===== src/rtl/square_renderer_pkg.sv =====
// ============================================================================
// Module : square_renderer_pkg
// Brief  : Shared piece codes, colours, FSM states and request record for the
//          chess-square renderer.
// Rev    : 1.0  initial release
// ============================================================================
`default_nettype none

package square_renderer_pkg;

  localparam int SQ_SIZE = 15;

  localparam logic [3:0] EMPTY    = 4'd0;
  localparam logic [3:0] B_PAWN   = 4'd1;
  localparam logic [3:0] B_KNIGHT = 4'd2;
  localparam logic [3:0] B_BISHOP = 4'd3;
  localparam logic [3:0] B_ROOK   = 4'd4;
  localparam logic [3:0] B_QUEEN  = 4'd5;
  localparam logic [3:0] B_KING   = 4'd6;
  localparam logic [3:0] W_PAWN   = 4'd7;
  localparam logic [3:0] W_KNIGHT = 4'd8;
  localparam logic [3:0] W_BISHOP = 4'd9;
  localparam logic [3:0] W_ROOK   = 4'd10;
  localparam logic [3:0] W_QUEEN  = 4'd11;
  localparam logic [3:0] W_KING   = 4'd12;

  localparam logic [2:0] COL_LIGHT = 3'b110;
  localparam logic [2:0] COL_DARK  = 3'b011;
  localparam logic [2:0] COL_BLACK = 3'b001;
  localparam logic [2:0] COL_WHITE = 3'b111;

  typedef enum logic [1:0] {
    S_IDLE = 2'd0,
    S_LOAD = 2'd1,
    S_DRAW = 2'd2,
    S_DONE = 2'd3
  } state_t;

  typedef struct packed {
    logic [2:0] sq_x;
    logic [2:0] sq_y;
    logic [3:0] piece;
  } req_t;

  function automatic logic is_piece(input logic [3:0] p);
    return (p >= B_PAWN) && (p <= W_KING);
  endfunction

  // Glyph index 0..5 (pawn..king) shared by both colours.
  function automatic logic [2:0] glyph_of(input logic [3:0] p);
    if (p >= W_PAWN) return 3'(p - W_PAWN);
    return 3'(p - B_PAWN);
  endfunction

endpackage

`default_nettype wire


===== src/rtl/square_renderer_glyph.sv =====
// ============================================================================
// Module : piece_glyph_rom
// Brief  : Combinational 9x9 piece bitmaps; bit c of a row is glyph column c.
// Rev    : 1.0  initial release
// ============================================================================
`default_nettype none

module piece_glyph_rom (
  input  logic [2:0] glyph_type,
  input  logic [3:0] row,
  output logic [8:0] row_bits
);

  localparam logic [8:0] GLYPH [6][9] = '{
    '{9'b000000000, 9'b000111000, 9'b000111000, 9'b000010000, 9'b000111000,
      9'b000111000, 9'b001111100, 9'b011111110, 9'b000000000},
    '{9'b000011000, 9'b000111100, 9'b001111110, 9'b011110110, 9'b011110000,
      9'b001111000, 9'b001111100, 9'b011111110, 9'b000000000},
    '{9'b000010000, 9'b000111000, 9'b001101100, 9'b001111100, 9'b000111000,
      9'b000111000, 9'b000010000, 9'b011111110, 9'b000000000},
    '{9'b010101010, 9'b011111110, 9'b001111100, 9'b001111100, 9'b001111100,
      9'b001111100, 9'b011111110, 9'b111111111, 9'b000000000},
    '{9'b100010001, 9'b010111010, 9'b011111110, 9'b001111100, 9'b001111100,
      9'b000111000, 9'b011111110, 9'b111111111, 9'b000000000},
    '{9'b000010000, 9'b000111000, 9'b000010000, 9'b001111100, 9'b011111110,
      9'b001111100, 9'b000111000, 9'b011111110, 9'b000000000}
  };

  always_comb begin
    row_bits = '0;
    if (glyph_type < 3'd6 && row < 4'd9)
      row_bits = GLYPH[glyph_type][row];
  end

endmodule

`default_nettype wire


===== src/rtl/square_renderer.sv =====
// ============================================================================
// Module : square_renderer
// Brief  : Buffers board-square writes in a 2-deep FIFO and rasterises each
//          square (background plus piece glyph) into VGA pixel writes.
// Rev    : 1.0  initial release
// ============================================================================
`default_nettype none

module square_renderer #(
  parameter int         SQ_SIZE  = square_renderer_pkg::SQ_SIZE,
  parameter int         BOARD_X0 = 20,
  parameter logic [2:0] C_LIGHT  = square_renderer_pkg::COL_LIGHT,
  parameter logic [2:0] C_DARK   = square_renderer_pkg::COL_DARK,
  parameter logic [2:0] C_BLACK  = square_renderer_pkg::COL_BLACK,
  parameter logic [2:0] C_WHITE  = square_renderer_pkg::COL_WHITE
) (
  input  logic       clk,
  input  logic       resetn,
  input  logic       wr_en,
  input  logic [2:0] sq_x,
  input  logic [2:0] sq_y,
  input  logic [3:0] piece,
  output logic       ready,
  output logic       plot,
  output logic [7:0] vga_x,
  output logic [6:0] vga_y,
  output logic [2:0] colour,
  output logic       done,
  output logic       overflow
);

  import square_renderer_pkg::*;

  localparam int             CW   = $clog2(SQ_SIZE);
  localparam logic [CW-1:0]  LAST = CW'(SQ_SIZE - 1);

  req_t          fifo_mem [2];
  logic          rd_ptr, wr_ptr;
  logic [1:0]    count;
  state_t        state;
  req_t          work;
  logic [7:0]    base_x;
  logic [6:0]    base_y;
  logic [CW-1:0] px, py;

  logic          push, pop, last_pix, glyph_hit;
  req_t          head, incoming, cur;
  logic [7:0]    cbx;
  logic [6:0]    cby;
  logic [CW-1:0] nx, ny;
  logic [3:0]    gcol, grow;
  logic [2:0]    gtype, pix_colour;
  logic [8:0]    gbits;

  assign ready    = (count < 2'd2);
  assign push     = wr_en && ready;
  assign pop      = (state == S_LOAD);
  assign head     = fifo_mem[rd_ptr];
  assign incoming = '{sq_x: sq_x, sq_y: sq_y, piece: piece};
  assign last_pix = (px == LAST) && (py == LAST);

  // Outputs are registered, so this block works out the pixel that will be
  // presented in the next cycle: (0,0) of the FIFO head while loading, else
  // the raster successor of the current pixel.
  always_comb begin
    cur = work;
    cbx = base_x;
    cby = base_y;
    nx  = '0;
    ny  = '0;
    if (state == S_LOAD) begin
      cur = head;
      cbx = 8'(BOARD_X0) + 8'(head.sq_x) * 8'(SQ_SIZE);
      cby = 7'(head.sq_y) * 7'(SQ_SIZE);
    end else if (px == LAST) begin
      ny = py + 1'b1;
    end else begin
      nx = px + 1'b1;
      ny = py;
    end
  end

  assign gtype = glyph_of(cur.piece);
  assign gcol  = 4'(nx) - 4'd3;
  assign grow  = 4'(ny) - 4'd3;

  piece_glyph_rom u_glyph_rom (
    .glyph_type (gtype),
    .row        (grow),
    .row_bits   (gbits)
  );

  assign glyph_hit = is_piece(cur.piece)
                   && (nx >= CW'(3)) && (nx <= CW'(11))
                   && (ny >= CW'(3)) && (ny <= CW'(11))
                   && gbits[gcol];

  assign pix_colour = glyph_hit ? ((cur.piece >= W_PAWN) ? C_WHITE : C_BLACK)
                                : ((cur.sq_x[0] ^ cur.sq_y[0]) ? C_DARK : C_LIGHT);

  always_ff @(posedge clk or negedge resetn) begin
    if (!resetn) begin
      for (int i = 0; i < 2; i++) fifo_mem[i] <= '0;
      rd_ptr   <= 1'b0;
      wr_ptr   <= 1'b0;
      count    <= 2'd0;
      state    <= S_IDLE;
      work     <= '0;
      base_x   <= '0;
      base_y   <= '0;
      px       <= '0;
      py       <= '0;
      plot     <= 1'b0;
      vga_x    <= '0;
      vga_y    <= '0;
      colour   <= '0;
      done     <= 1'b0;
      overflow <= 1'b0;
    end else begin
      if (push) begin
        fifo_mem[wr_ptr] <= incoming;
        wr_ptr           <= ~wr_ptr;
      end
      if (pop) rd_ptr <= ~rd_ptr;
      case ({push, pop})
        2'b10:   count <= count + 2'd1;
        2'b01:   count <= count - 2'd1;
        default: count <= count;
      endcase
      if (wr_en && !ready) overflow <= 1'b1;

      done <= 1'b0;
      plot <= 1'b0;
      case (state)
        S_IDLE: begin
          // An accepted write at this edge counts, giving LOAD one cycle later.
          if (count != 2'd0 || push) state <= S_LOAD;
        end
        S_LOAD: begin
          work   <= head;
          base_x <= cbx;
          base_y <= cby;
          px     <= '0;
          py     <= '0;
          plot   <= 1'b1;
          vga_x  <= cbx + 8'(nx);
          vga_y  <= cby + 7'(ny);
          colour <= pix_colour;
          state  <= S_DRAW;
        end
        S_DRAW: begin
          if (last_pix) begin
            done  <= 1'b1;
            state <= S_DONE;
          end else begin
            px     <= nx;
            py     <= ny;
            plot   <= 1'b1;
            vga_x  <= cbx + 8'(nx);
            vga_y  <= cby + 7'(ny);
            colour <= pix_colour;
          end
        end
        default: state <= S_IDLE;
      endcase
    end
  end

endmodule

`default_nettype wire


===== config.mk =====
export PLATFORM = sky130hd
export DESIGN_NAME = square_renderer
export DESIGN_NICKNAME = d
export VERILOG_FILES = /design/src/rtl/square_renderer_pkg.sv /design/src/rtl/square_renderer_glyph.sv /design/src/rtl/square_renderer.sv
export SDC_FILE = /design/constraint.sdc
export NUM_CORES = 1
export LEC_CHECK = 0
export CORE_MARGIN = 5
export CORE_UTILIZATION = 60
export CTS_BUF_LIST = sky130_fd_sc_hd__clkbuf_8
export DETAILED_ROUTE_END_ITERATION = 6
export DONT_BUFFER_PORTS = 1
export PLACE_DENSITY = 0.76
export SYNTH_ARGS = -nofsm -noshare
export SYNTH_HDL_FRONTEND = slang
export SYNTH_SLANG_ARGS = --single-unit

===== constraint.sdc =====
create_clock -name clk -period 6 [get_ports clk]
set_input_delay 0.6 -clock clk [delete_from_list [all_inputs] [get_ports clk]]
set_output_delay 0.6 -clock clk [all_outputs]
set_load 0.03 [all_outputs]

### After elaboration in Yosys (flattened, before gate mapping)

Memory sizes are Yosys's and may differ from the RTL's.
Cells that the tools add are included.

* logic and storage cells: 134
* register bits: 78
* ROM bits: 648
* output and inout bits: 22
* bits of input ports: 13
* memories: 1

Memories
* (name not given): words 8, width 81, rd ports 1, clocked after memory_dff 0, write ports 0, line square_renderer_glyph.sv:32 `row_bits = GLYPH[glyph_type][row];`

* add/sub/neg operators: 11
* multiplexer cells: 45
* reductions and logical operators: 19
* bitwise operators: 7
* multiply operators: 2
* order comparisons: 16
* eq/ne operators: 9

Operators by type and width (count)
* 81-bit two-way mux: 2
* 10-bit two-way mux: 4
* 9-bit binary-select mux with 4-bit select: 1
* 9-bit two-way mux: 3
* 4-bit two-way mux: 6
* 8-bit two-way mux: 3
* 20-bit bitwise mux: 1
* 3-bit two-way mux: 6
* 4-bit case mux with 2 select lines: 2
* 8-bit case mux with 2 select lines: 1
* 3-bit by 4-bit multiplier with 7-bit output, second input constant: 2
* 7-bit two-way mux: 2
* 7-bit case mux with 2 select lines: 1
* 4-bit <= comparator, second input constant: 3
* 1-bit logical AND: 11
* 10-bit demux with 1-bit select: 1
* 4-bit by 1-bit adder with 4-bit output, second input constant: 2
* 5-bit by 7-bit adder with 8-bit output, first input constant: 1
* 8-bit by 4-bit adder with 8-bit output: 1
* 4-bit == test, second input constant: 2
* 4-bit by 2-bit >= comparator with 1-bit output, second input constant: 2
* 4-bit by 2-bit subtractor with 4-bit output, second input constant: 2
* 7-bit by 4-bit adder with 7-bit output: 1
* 2-bit != test, second input constant: 3
* other kinds (33): 46

### Longest topological paths before layout

Gate-level depths: netlist of the first run.

* word-level depth: 22
* mapped depth: 19
* mapped depth without buffers: 18

### Modules after synthesis

From an unflattened synthesis of the first run, not the netlist that was laid out.

* cell total of the unflattened synthesis: 483
* area, all modules: 4937.2 um^2

By module, submodules not included
* square_renderer: times used 1, cells an instance 408, area each 4434.3 um^2, seq. area each 1901.8 um^2
* piece_glyph_rom: times used 1, cells an instance 75, area each 503.0 um^2, seq. area each 0.0 um^2

### Worst setup path after synthesis of the first run

Ideal clock, no wire load.

* path kind: flip-flop to flip-flop
* start point: register state[1]
* end point: register colour[2]
* data arrival time: 4.325 ns
* clock period less this slack: 4.451 ns
* buffers on the path: 6
* slack: 1.549 ns
* setup time: 0.126 ns
* stages on the path, launching flop included: 18
* data required time: 5.874 ns
* cell sequence: dfrtp_1 -> inv_1 -> ha_1 -> buf_6 -> buf_6 -> clkbuf_1 -> clkbuf_1 -> buf_1 -> a211oi_1 -> ha_1 -> buf_1 -> clkinv_1 -> a221oi_1 -> a311oi_1 -> or4_1 -> a211oi_2 -> nor3_1 -> a221o_1

* longest elaborated chain between the ends: 19
* elaborated cells between the ends (all ways): 48
* those cells by class: 4 x add/sub; 9 x order compare; 3 x eq/ne; 19 x mux; 3 x bitwise; 9 x reduce/logical; 1 x memory

Ends and longest elaborated chain
* start, declared: line square_renderer.sv:40 `state_t state;`
* start signal, assigned: line square_renderer.sv:107 `state <= S_IDLE;`
* start signal, assigned: line square_renderer.sv:137 `if (count != 2'd0 || push) state <= S_LOAD;`
* start signal, assigned: line square_renderer.sv:149 `state <= S_DRAW;`
* 2-bit by 1-bit == test with 1-bit output: line square_renderer.sv:71, square_renderer.sv:134
* 8-bit two-way mux
* 4-bit by 3-bit >= comparator with 1-bit output / 3-bit subtractor (equally long branches): line square_renderer_pkg.sv:51, square_renderer.sv:98
* 1-bit two-way mux / 3-bit two-way mux (equally long branches): line square_renderer_pkg.sv:51 `if (p >= W_PAWN) return 3'(p - W_PAWN);`
* 3-bit two-way mux: line square_renderer_pkg.sv:52 `return 3'(p - B_PAWN);`
* 3-bit inverter with 4-bit output (not written as such): line square_renderer_glyph.sv:32
* memory 8 x 81 bit
* 81-bit two-way mux (not written as such) (2 in series): line square_renderer_glyph.sv:32
* 9-bit binary-select mux with 4-bit select: line square_renderer_glyph.sv:32
* 9-bit two-way mux (not written as such) (2 in series): line square_renderer_glyph.sv:32
* 9-bit two-way mux: line square_renderer_glyph.sv:31 `if (glyph_type < 3'd6 && row < 4'd9)`
* 1-bit binary-select mux with 4-bit select: line square_renderer.sv:96 `&& gbits[gcol];`
* 1-bit two-way mux (not written as such): line square_renderer.sv:96
* 1-bit logical AND: line square_renderer.sv:96
* 3-bit two-way mux: line square_renderer.sv:98 `assign pix_colour = glyph_hit ? ((cur.piece >= W_PAWN) ? C_WHITE : C_BLACK)`
* 3-bit two-way mux: line square_renderer.sv:152 `if (last_pix) begin`
* 3-bit case mux with 2 select lines: line square_renderer.sv:134 `case (state)`
* end signal, assigned: line square_renderer.sv:148 `colour <= pix_colour;`
* end signal, assigned: line square_renderer.sv:161 `colour <= pix_colour;`
* end, declared: line square_renderer.sv:27 `output logic [2:0] colour,`

Parallel ways exist; a longest one is shown, timed or not. The select of a mux whose other input is x is not followed.
A chain may end at the register's enable or synchronous reset.

==> impl_metrics.toml, run 1 <==
[synthesis]
synth_compound_area_frac = 0.159
ys_seq_elements = 76
synth.area.top_cells = "dfrtp_1 (38%), ha_1 (9.2%), mux2_2 (7.6%)"
netlist_top_cells_count = "dfrtp_1 (76), nand2_1 (43), nor2_1 (39)"
synth_xor_area_frac = 0.0587
yosysSeqAreaShare = 0.377
synthesis.nets = 557
synth_edf_count = 0
synth_mux_area_frac = 0.111
synth_top_area_frac = 0.377
synthFlopType = "dfrtp_1"
yosys.area_share.simple = 0.121
syn_inst = 498
syn_area_sq_um = 5050
synthAdderAreaFrac = 0.127
synth.largest_area_cell = "dfrtp_1"
ys_types = 70
async_flop_share = 1.00
synth_area_per_cell_sq_um = 10.1
synthMostInstantiatedCell = "dfrtp_1"
synth_top_family_by_area = "compound AO/OA/AOI/OAI gates"
ys_warn_count = 0

[clocking]
cts.sinks = 76
cts_tree = "yes"
hold_buffers = 1
post_cts_buffers = 0
cts_buffers = 9
htreeDepth = 3
clock_latency_ns = 0.36
cts.clk_slew.worst_paths_ns = 0.09
clockRootBuffer = "clkbuf_8"
cts_buffer_depth = 2
cts_resized = 0

[final_layout]
drive_above_1_share = 0.143
antenna_cells = 0
final_nets = 549
syn_to_final_growth_pct = 5.58

[power_and_ir_drop]
p_per_area_nw_per_um2 = 331
power.total_w = 0.00177
vdd_drop_max_mv = 0.308
p_leak_nw = 2.52

[floorplan]
coreArea_sq_um = 8220
die_h_microns = 102
fp.dieArea_sq_um = 10300
start_util = 0.614
fp-row-count = 33
fp.dieW_microns = 102
io_pins = 35

[worst_setup_path]
critPathLaunchType = "register"
arrival_ns = 5.11
end_kind = "register"
cp_max_fo = 23
r2r-start = "state[1]"
r2r_slack_ns = 1.13
cp.required_ns = 6.25
reg2regPathDepth = 17
reg2reg_to = "colour[2]"
path_class = "register to register"

[route]
drtIter0Drc = 268
dr.pass1.iters = 4
antenna_left = 0
viasPerCell = 6.12
vias = 3672
routedWlPerCell_microns = 18.7
routed_wl_microns = 11200
drc = 0

[placed_design]
dp.final_hpwl_microns = 8290
io_buffers = 0
gp_routability_congestion = 0.919

[sta]
holdWs_ns = 0.115
tightestPinTransition_ns = 0.898
slew_headroom = 0.400
period_needed_ns = 4.87
hold_viol_final = 0
setup_tns_ns = 0
finalSetupViolations = 0
maxSlewViolCount = 0
fin_crit_sh = 0.811
fin_skew_ns = 0.0210
rsz0062_at_grt = "false"
fmax_ghz = 0.206

[grt]
grt_use_total = 0.233
grt_pass1_wl_microns = 18700
grt_pass1_vias = 3759
grt-ovfl-total = 0
antenna_found_initial = 0
grt_max_degree = 77

[outcome]
outcome = "finished, final reports clean"

[worst_hold_path]
hold_path_class = "input port to asynchronous set/reset pin"

[run]
cap_violations = 0
[through the flow]
step | cells | instance area (sq um) | worst slack (ns) | utilization
6_report | 600 | 5330 | 1.13 | 0.649
3_3_place_gp | 583 | 5070 | 1.35 | 0.617
5_1_grt | 600 | 5330 | 0.822 | 0.649
3_5_place_dp | 583 | 5070 | 1.26 | 0.617
2_1_floorplan | 498 | 5050 | 1.55 | -
4_1_cts | 600 | 5330 | 1.21 | 0.649
[cells by family after synthesis]
group,after synthesis
and+or+nand+nor,130
AOI/OAI and AO/OA,112
DFF,76
buffers and inverters,51
muxes,50
adders and majority gates,46
xor gates and xnor gates,33
[report_power, final]
part | internal [W] | total [W] | leakage (nW) | switching (W)
Clock | 0.000249 | 0.000458 | 0.113 | 0.000209
Sequential | 0.000592 | 0.000645 | 0.922 | 0.0000527
Combinational | 0.000303 | 0.000663 | 1.49 | 0.000360
[critical path, stage by stage, from the launching register on]
cell	delay [ns]
dfrtp_1	0.42
inv_1	0.09
ha_2	0.50
nor2_1	0.11
a21o_1	0.28
inv_1	0.31
a31oi_1	0.19
mux2i_1	0.27
ha_1	0.37
nand4b_1	0.21
and3_1	0.26
nand2_1	0.09
or4_4	0.44
a2111oi_2	0.39
a311oi_1	0.14
a211oi_2	0.27
nor3_1	0.12
a221o_1	0.31
[cells in the final DEF, fill, tap and decap left out, types with 2 or more instances in the layout]
cell type	instances
dfrtp_1	76
nand2_1	43
nor2_1	39
ha_1	36
mux2_2	34
inv_1	27
a21oi_1	26
xnor2_1	17
o21ai_0	16
xor2_1	15
mux2i_1	14
nand3_1	13
a21o_1	10
clkbuf_8	10
fa_1	9
o21a_1	8
nor2b_1	7
a22o_1	5
a31oi_1	4
nor3_1	4
nand4_1	4
o22ai_1	4
and3_1	3
a211oi_1	3
and2_1	3
a2111oi_0	3
o31ai_1	3
a311oi_1	3
or2_2	3
inv_2	2
nand4b_1	2
o21ai_1	2
a311o_1	2
o31a_1	2
nor4b_1	2
o211ai_1	2
bufinv_16	2
inv_6	2
[routing by layer]
layer	track usage	wire, microns	vias up
met4	0.108	357	0
li1	-	-	1735
met2	0.401	5770	95
met5	0	0	-
met3	0.0358	400	28
met1	0.288	4700	1814
[area by class of cell]
type                       count  area, sq um
sequential                    76         1900
timing repair buffer           2         35.0
fill                         614         2890
clock buffer                  10          138
tap                          105          131
inverter                      30          113
multi-input combinational    371         2920
clock inverter                 6         93.8
[worst max-delay path by stage]
stage               cells after the start  slack [ns]   endpoint     start
floorplan                              17        1.55  colour[2]  state[1]
global placement                       17        1.35  colour[2]  state[1]
detailed placement                     17        1.26  colour[2]  state[1]
CTS                                    17        1.21  colour[2]  state[1]
global route                           17        0.82  colour[2]  state[1]
finish                                 17        1.13  colour[2]  state[1]
[sequential cells by signal (all words and copies together) (netlist names), 2 cells and up]
signal    cells
base_y        7
py            4
vga_x         8
vga_y         7
work          6
state         2
fifo_mem     20
base_x        8
count         2
colour        3
px            4
Power figures use the tool's default switching activity.
==> run 2, diff against run 1 <==
- PLACE_DENSITY: 0.76 -> 0.79
- clock period: 6 -> 4.3 ns (I/O delays scaled with it)
==> run 2 against run 1 <==
Net effect:
- routed wire length fell by 3.5%
- via count rose by 2.2%
- sequential power rose by 39%
- clock-buffer cell count fell by 1
- sequential share of layout area fell by 1.1 points
- register-to-register slack got worse by 0.96 ns
- power rose by 36%
- core utilization rose by 2.1 points
- largest power group unchanged
- first-iteration DRC count fell by 18%
- clock skew fell by 0.010 ns
- maximum frequency rose by 18%
==> impl_metrics.toml, run 2 (synthesized netlist as in run 1, its figures left out) <==
[clocking]
cts.sinks = 76
cts_buffers = 9
htreeDepth = 3
cts_tree = "yes"
clock_latency_ns = 0.36
cts.clk_slew.worst_paths_ns = 0.08
clockRootBuffer = "clkbuf_8"
cts_buffer_depth = 2

[final_layout]
final_nets = 572
mostFrequentLayoutCells = "dfrtp_1 (76), nand2_1 (43), nor2_1 (39), ha_1 (36), mux2_2 (34)"
syn_to_final_growth_pct = 9.07
top_register = "fifo_mem"
reg_top3 = "fifo_mem: 20 flops, base_x: 8 flops, vga_x: 8 flops"
finalInstanceArea_sq_um = 5510
layout_commonest_cell = "dfrtp_1"
antenna_cells = 0
drive_above_1_share = 0.180
largest_reg_flops = 20

[route]
vias = 3751
antenna_left = 0
routedWlPerCell_microns = 17.4
drc = 0
viasPerCell = 6.02
dr.pass1.iters = 4
drtIter0Drc = 220
routed_wl_microns = 10800

[sta]
setup_ws_ns = 0.171
rsz0062_at_grt = "true"
slew_headroom = 0.438
finalSetupViolations = 0
holdWs_ns = 0.193
tightestPinTransition_ns = 0.839
hold_viol_final = 0
period_needed_ns = 4.13
fin_skew_ns = 0.0108
maxSlewViolCount = 0
fmax_ghz = 0.242
fin_crit_sh = 0.960

[power_and_ir_drop]
p_int_w = 0.00158
switching_share = 0.344
p_per_area_nw_per_um2 = 437
p_leak_nw = 2.63
power_switching_w = 0.000827
clkPwrFrac = 0.246
seq_power_share = 0.373
combPwrFrac = 0.381
vdd_drop_max_mv = 0.437

[worst_hold_path]
hold_path_class = "input port to register"
hold_depth = 1

[run]
cap_violations = 0

[worst_setup_path]
arrival_ns = 4.37
cp.required_ns = 4.54
critPathLaunchType = "register"
path_class = "register to register"
reg2regPathDepth = 16
end_kind = "register"
cp_max_fo = 11

[grt]
grt_pass1_wl_microns = 18600
grt_pass1_vias = 3794
grt_use_total = 0.230
grt_max_degree = 77
antenna_found_initial = 0
grt-ovfl-total = 0

[placed_design]
dp.final_hpwl_microns = 7970
io_buffers = 0
post-place-ws_ns = 0.0385
gp_routability_congestion = 0.942
dpl_cell_area_sq_um = 5210

[floorplan]
fp.dieArea_sq_um = 10300
start_util = 0.614
fp.dieW_microns = 102
coreArea_sq_um = 8220
io_pins = 35
die_h_microns = 102
fp-row-count = 33

[outcome]
outcome = "finished, final reports clean"
## run 2: repair_timing
action                                  4_1_cts  5_1_grt
hold buffers                                  2        0
buffers inserted                              0        4
endpoints found under the hold margin        76        0
endpoints found under the setup margin        1        3
resized for setup                             1        1
## run 2: routing by layer
metal	global-route usage	vias up	wire, microns
li1	-	1794	-
met1	0.291	1825	4610
met2	0.377	103	5290
met3	0.0517	29	539
met4	0.105	0	397
met5	0	-	0
## run 2: cell type report
class,instances,area [sq um]
inverters,30,113
well taps,105,131
clock buffers,9,124
flip-flops and latches,76,1900
multi-input cells,371,2930
fillers,628,2710
clock inverters,7,92.6
repair buffers,25,210
## run 2: worst paths after layout
| kind | from | endpoint | slack [ns] |
|---|---|---|---|
| hold / removal | wr_en | overflow | 0.19 |
| hold reg to reg | base_y[0] | base_y[0] | 0.49 |
| setup / recovery | state[1] | colour[2] | 0.17 |
| min in group asynchronous | resetn | fifo_mem[7] | 0.64 |
| setup reg to reg | state[1] | colour[2] | 0.17 |
| max in group asynchronous | resetn | px[1] | 3.38 |
## run 2: power groups by stage
stage	clock (W)	combinational, W	sequential (W)
2_1_floorplan	0	0.000689	0.000890
3_3_place_gp	0	0.000825	0.000901
3_5_place_dp	0	0.000871	0.000910
4_1_cts	0.000604	0.000917	0.000895
5_1_grt	0.000638	0.00105	0.000915
6_report	0.000592	0.000917	0.000896
## run 2: stage by stage
step / setup TNS [ns] / total power (W) / instances / util
2_1_floorplan: 0 / 0.00158 / 498 / -
6_report: 0 / 0.00241 / 623 / 0.670
3_5_place_dp: 0 / 0.00178 / 601 / 0.634
3_3_place_gp: 0 / 0.00173 / 601 / 0.634
5_1_grt: -0.0940 / 0.00261 / 623 / 0.670
4_1_cts: 0 / 0.00242 / 619 / 0.666
## run 2: worst max-delay path, cell delays in order (launching register included)
cell,delay [ns]
dfrtp_1,0.41
inv_1,0.13
ha_4,0.24
mux2i_4,0.34
inv_1,0.13
a31oi_1,0.20
mux2i_1,0.16
ha_1,0.30
a211o_2,0.32
and3_1,0.20
and3_1,0.20
o21ai_1,0.16
a211oi_1,0.08
or4_1,0.44
a211oi_2,0.31
nor3_1,0.10
a221o_1,0.30
==> run 3, diff against run 2 <==
- REMOVE_ABC_BUFFERS: not set -> 1
==> run 3 against run 2 <==
Net effect:
- flip-flop and latch count unchanged
- global-route usage shrank 0.69 points
- cell count down 0.80%
- critical path depth decreased by 1
- routed wire length is 2.1% lower
- combinational power is 4.0% lower
- via count decreased by 1.5%
- critical endpoint unchanged
- sequential share of layout area is 0.062 points higher
- clock power increased by 15%
- register-to-register slack gained 0.07 ns
- power up 2.1%
==> impl_metrics.toml, run 3 (synthesized netlist as in run 1, its figures left out) <==
[outcome]
outcome = "finished, final reports clean"

[worst_setup_path]
path_common_cell = "inv_1"
critical_path.slowest_cell = "dfrtp_1"
cp_slowest_stage_delay_ns = 0.42
arrival_ns = 4.30
crit_family = "compound AO/OA/AOI/OAI gates"
path_class = "register to register"
cp_max_fo = 12
end_kind = "register"
worst-path-buf-inv = 2
cp.required_ns = 4.54
path_cells = "inv_1 > ha_4 > mux2i_4 > inv_1 > a31oi_1 > mux2i_1 > ha_1 > xor2_1 > o41a_1 > a2111oi_1 > o31ai_1 > o2111a_1 > a311oi_1 > a211oi_2 > a221o_1"
critPathLaunchType = "register"

[placed_design]
dpl_cell_area_sq_um = 5200
dpl.cell_count = 600
gp_routability_congestion = 0.893
io_buffers = 0
post-place-ws_ns = 0.107
dp.final_hpwl_microns = 7710

[floorplan]
coreArea_sq_um = 8220
die_h_microns = 102
start_util = 0.614
io_pins = 35
fp.dieW_microns = 102
fp-row-count = 33
fp.dieArea_sq_um = 10300

[power_and_ir_drop]
p_leak_nw = 2.62
vdd_drop_max_mv = 0.390
combPwrFrac = 0.358
p_per_area_nw_per_um2 = 447
power_switching_w = 0.000822
switching_share = 0.335
seq_power_share = 0.366
p_int_w = 0.00163
clkPwrFrac = 0.276

[grt]
grt_pass1_wl_microns = 18400
grt-ovfl-total = 0
grt_pass1_vias = 3855
grt_use_total = 0.223
grt_max_degree = 77
antenna_found_initial = 0

[sta]
fmax_ghz = 0.246
maxSlewViolCount = 0
period_needed_ns = 4.06
slew_headroom = 0.363
fin_skew_ns = 0.0116
hold_viol_final = 0
fin_crit_sh = 0.945
setup_ws_ns = 0.237
holdWs_ns = 0.194
finalSetupViolations = 0
tightestPinTransition_ns = 0.952

[clocking]
cts_tree = "yes"
cts_buffers = 9
clock_latency_ns = 0.35
cts.sinks = 76
cts_buffer_depth = 2
clockRootBuffer = "clkbuf_8"
cts.clk_slew.worst_paths_ns = 0.08
htreeDepth = 3

[final_layout]
reg_top3 = "fifo_mem: 20 flops, base_x: 8 flops, vga_x: 8 flops"
final.fill_count = 604
syn_to_final_growth_pct = 8.95
final_nets = 567
finalInstanceArea_sq_um = 5500
largest_reg_flops = 20
antenna_cells = 0
fin_cells = 618
layout_commonest_cell = "dfrtp_1"
drive_above_1_share = 0.175
top_register = "fifo_mem"
mostFrequentLayoutCells = "dfrtp_1 (75), nand2_1 (43), nor2_1 (39), ha_1 (36), mux2_2 (34)"

[route]
drc = 0
vias = 3694
viasPerCell = 5.98
routedWlPerCell_microns = 17.2
dr.pass1.iters = 4
routed_wl_microns = 10600
drtIter0Drc = 173
antenna_left = 0

[worst_hold_path]
hold_path_class = "input port to register"

[run]
cap_violations = 0
run 3: path summary, 6_finish.rpt:
check | startpoint | endpoint | slack (ns) | cells past startpoint
hold / removal | wr_en | overflow | 0.19 | 1
setup reg to reg | state[1] | colour[2] | 0.24 | 15
min in group asynchronous | resetn | base_y[6] | 0.62 | 2
max in group asynchronous | resetn | rd_ptr | 3.36 | 2
setup / recovery | state[1] | colour[2] | 0.24 | 15
hold reg to reg | base_x[0] | base_x[0] | 0.49 | 1
run 3: metal layers:
metal | vias to the layer above | global-route usage | share of wire
li1 | 1774 | - | -
met2 | 91 | 0.373 | 0.49
met5 | - | 0 | 0
met1 | 1813 | 0.294 | 0.45
met4 | 0 | 0.0552 | 0.012
met3 | 16 | 0.0551 | 0.055
run 3: worst register-to-register path, delay by kind of cell, from the launching register on:
family / cells / cell delay (ns)
AOI/OAI and AO/OA: 8 / 1.99
adders and majority gates: 2 / 0.61
muxes: 2 / 0.52
DFF: 1 / 0.42
buffers and inverters: 2 / 0.26
xor gates and xnor gates: 1 / 0.16
run 3: timing repair:
item	in CTS	in global routing
setup buffers	0	0
resized for setup	0	5
hold buffers	2	0
endpoints found under the setup margin	0	4
endpoints found under the hold margin	76	0
run 3: cell type report:
class | instances | area [sq um] | area share
Sequential cell | 76 | 1900 | 0.346
Timing Repair Buffer | 20 | 173 | 0.0314
Multi-Input combinational cell | 371 | 2940 | 0.534
Clock inverter | 7 | 121 | 0.0221
Tap cell | 105 | 131 | 0.0239
Inverter | 30 | 113 | 0.0205
Clock buffer | 9 | 124 | 0.0225
run 3: through the flow:
stage	TNS, ns	power, W	utilization
after floorplan	-1.51	0.00158	-
after global placement	0	0.00171	0.633
after detailed placement	0	0.00177	0.633
after CTS	0	0.00248	0.667
after global routing	-0.0287	0.00267	0.669
final	0	0.00246	0.669
run 3: power by group through the flow:
stage	Combinational [W]	Clock [W]	Sequential [W]
3_3_place_gp	0.000813	0	0.000902
4_1_cts	0.000890	0.000691	0.000899
6_report	0.000880	0.000678	0.000898
2_1_floorplan	0.000689	0	0.000890
5_1_grt	0.00102	0.000726	0.000917
3_5_place_dp	0.000862	0	0.000913
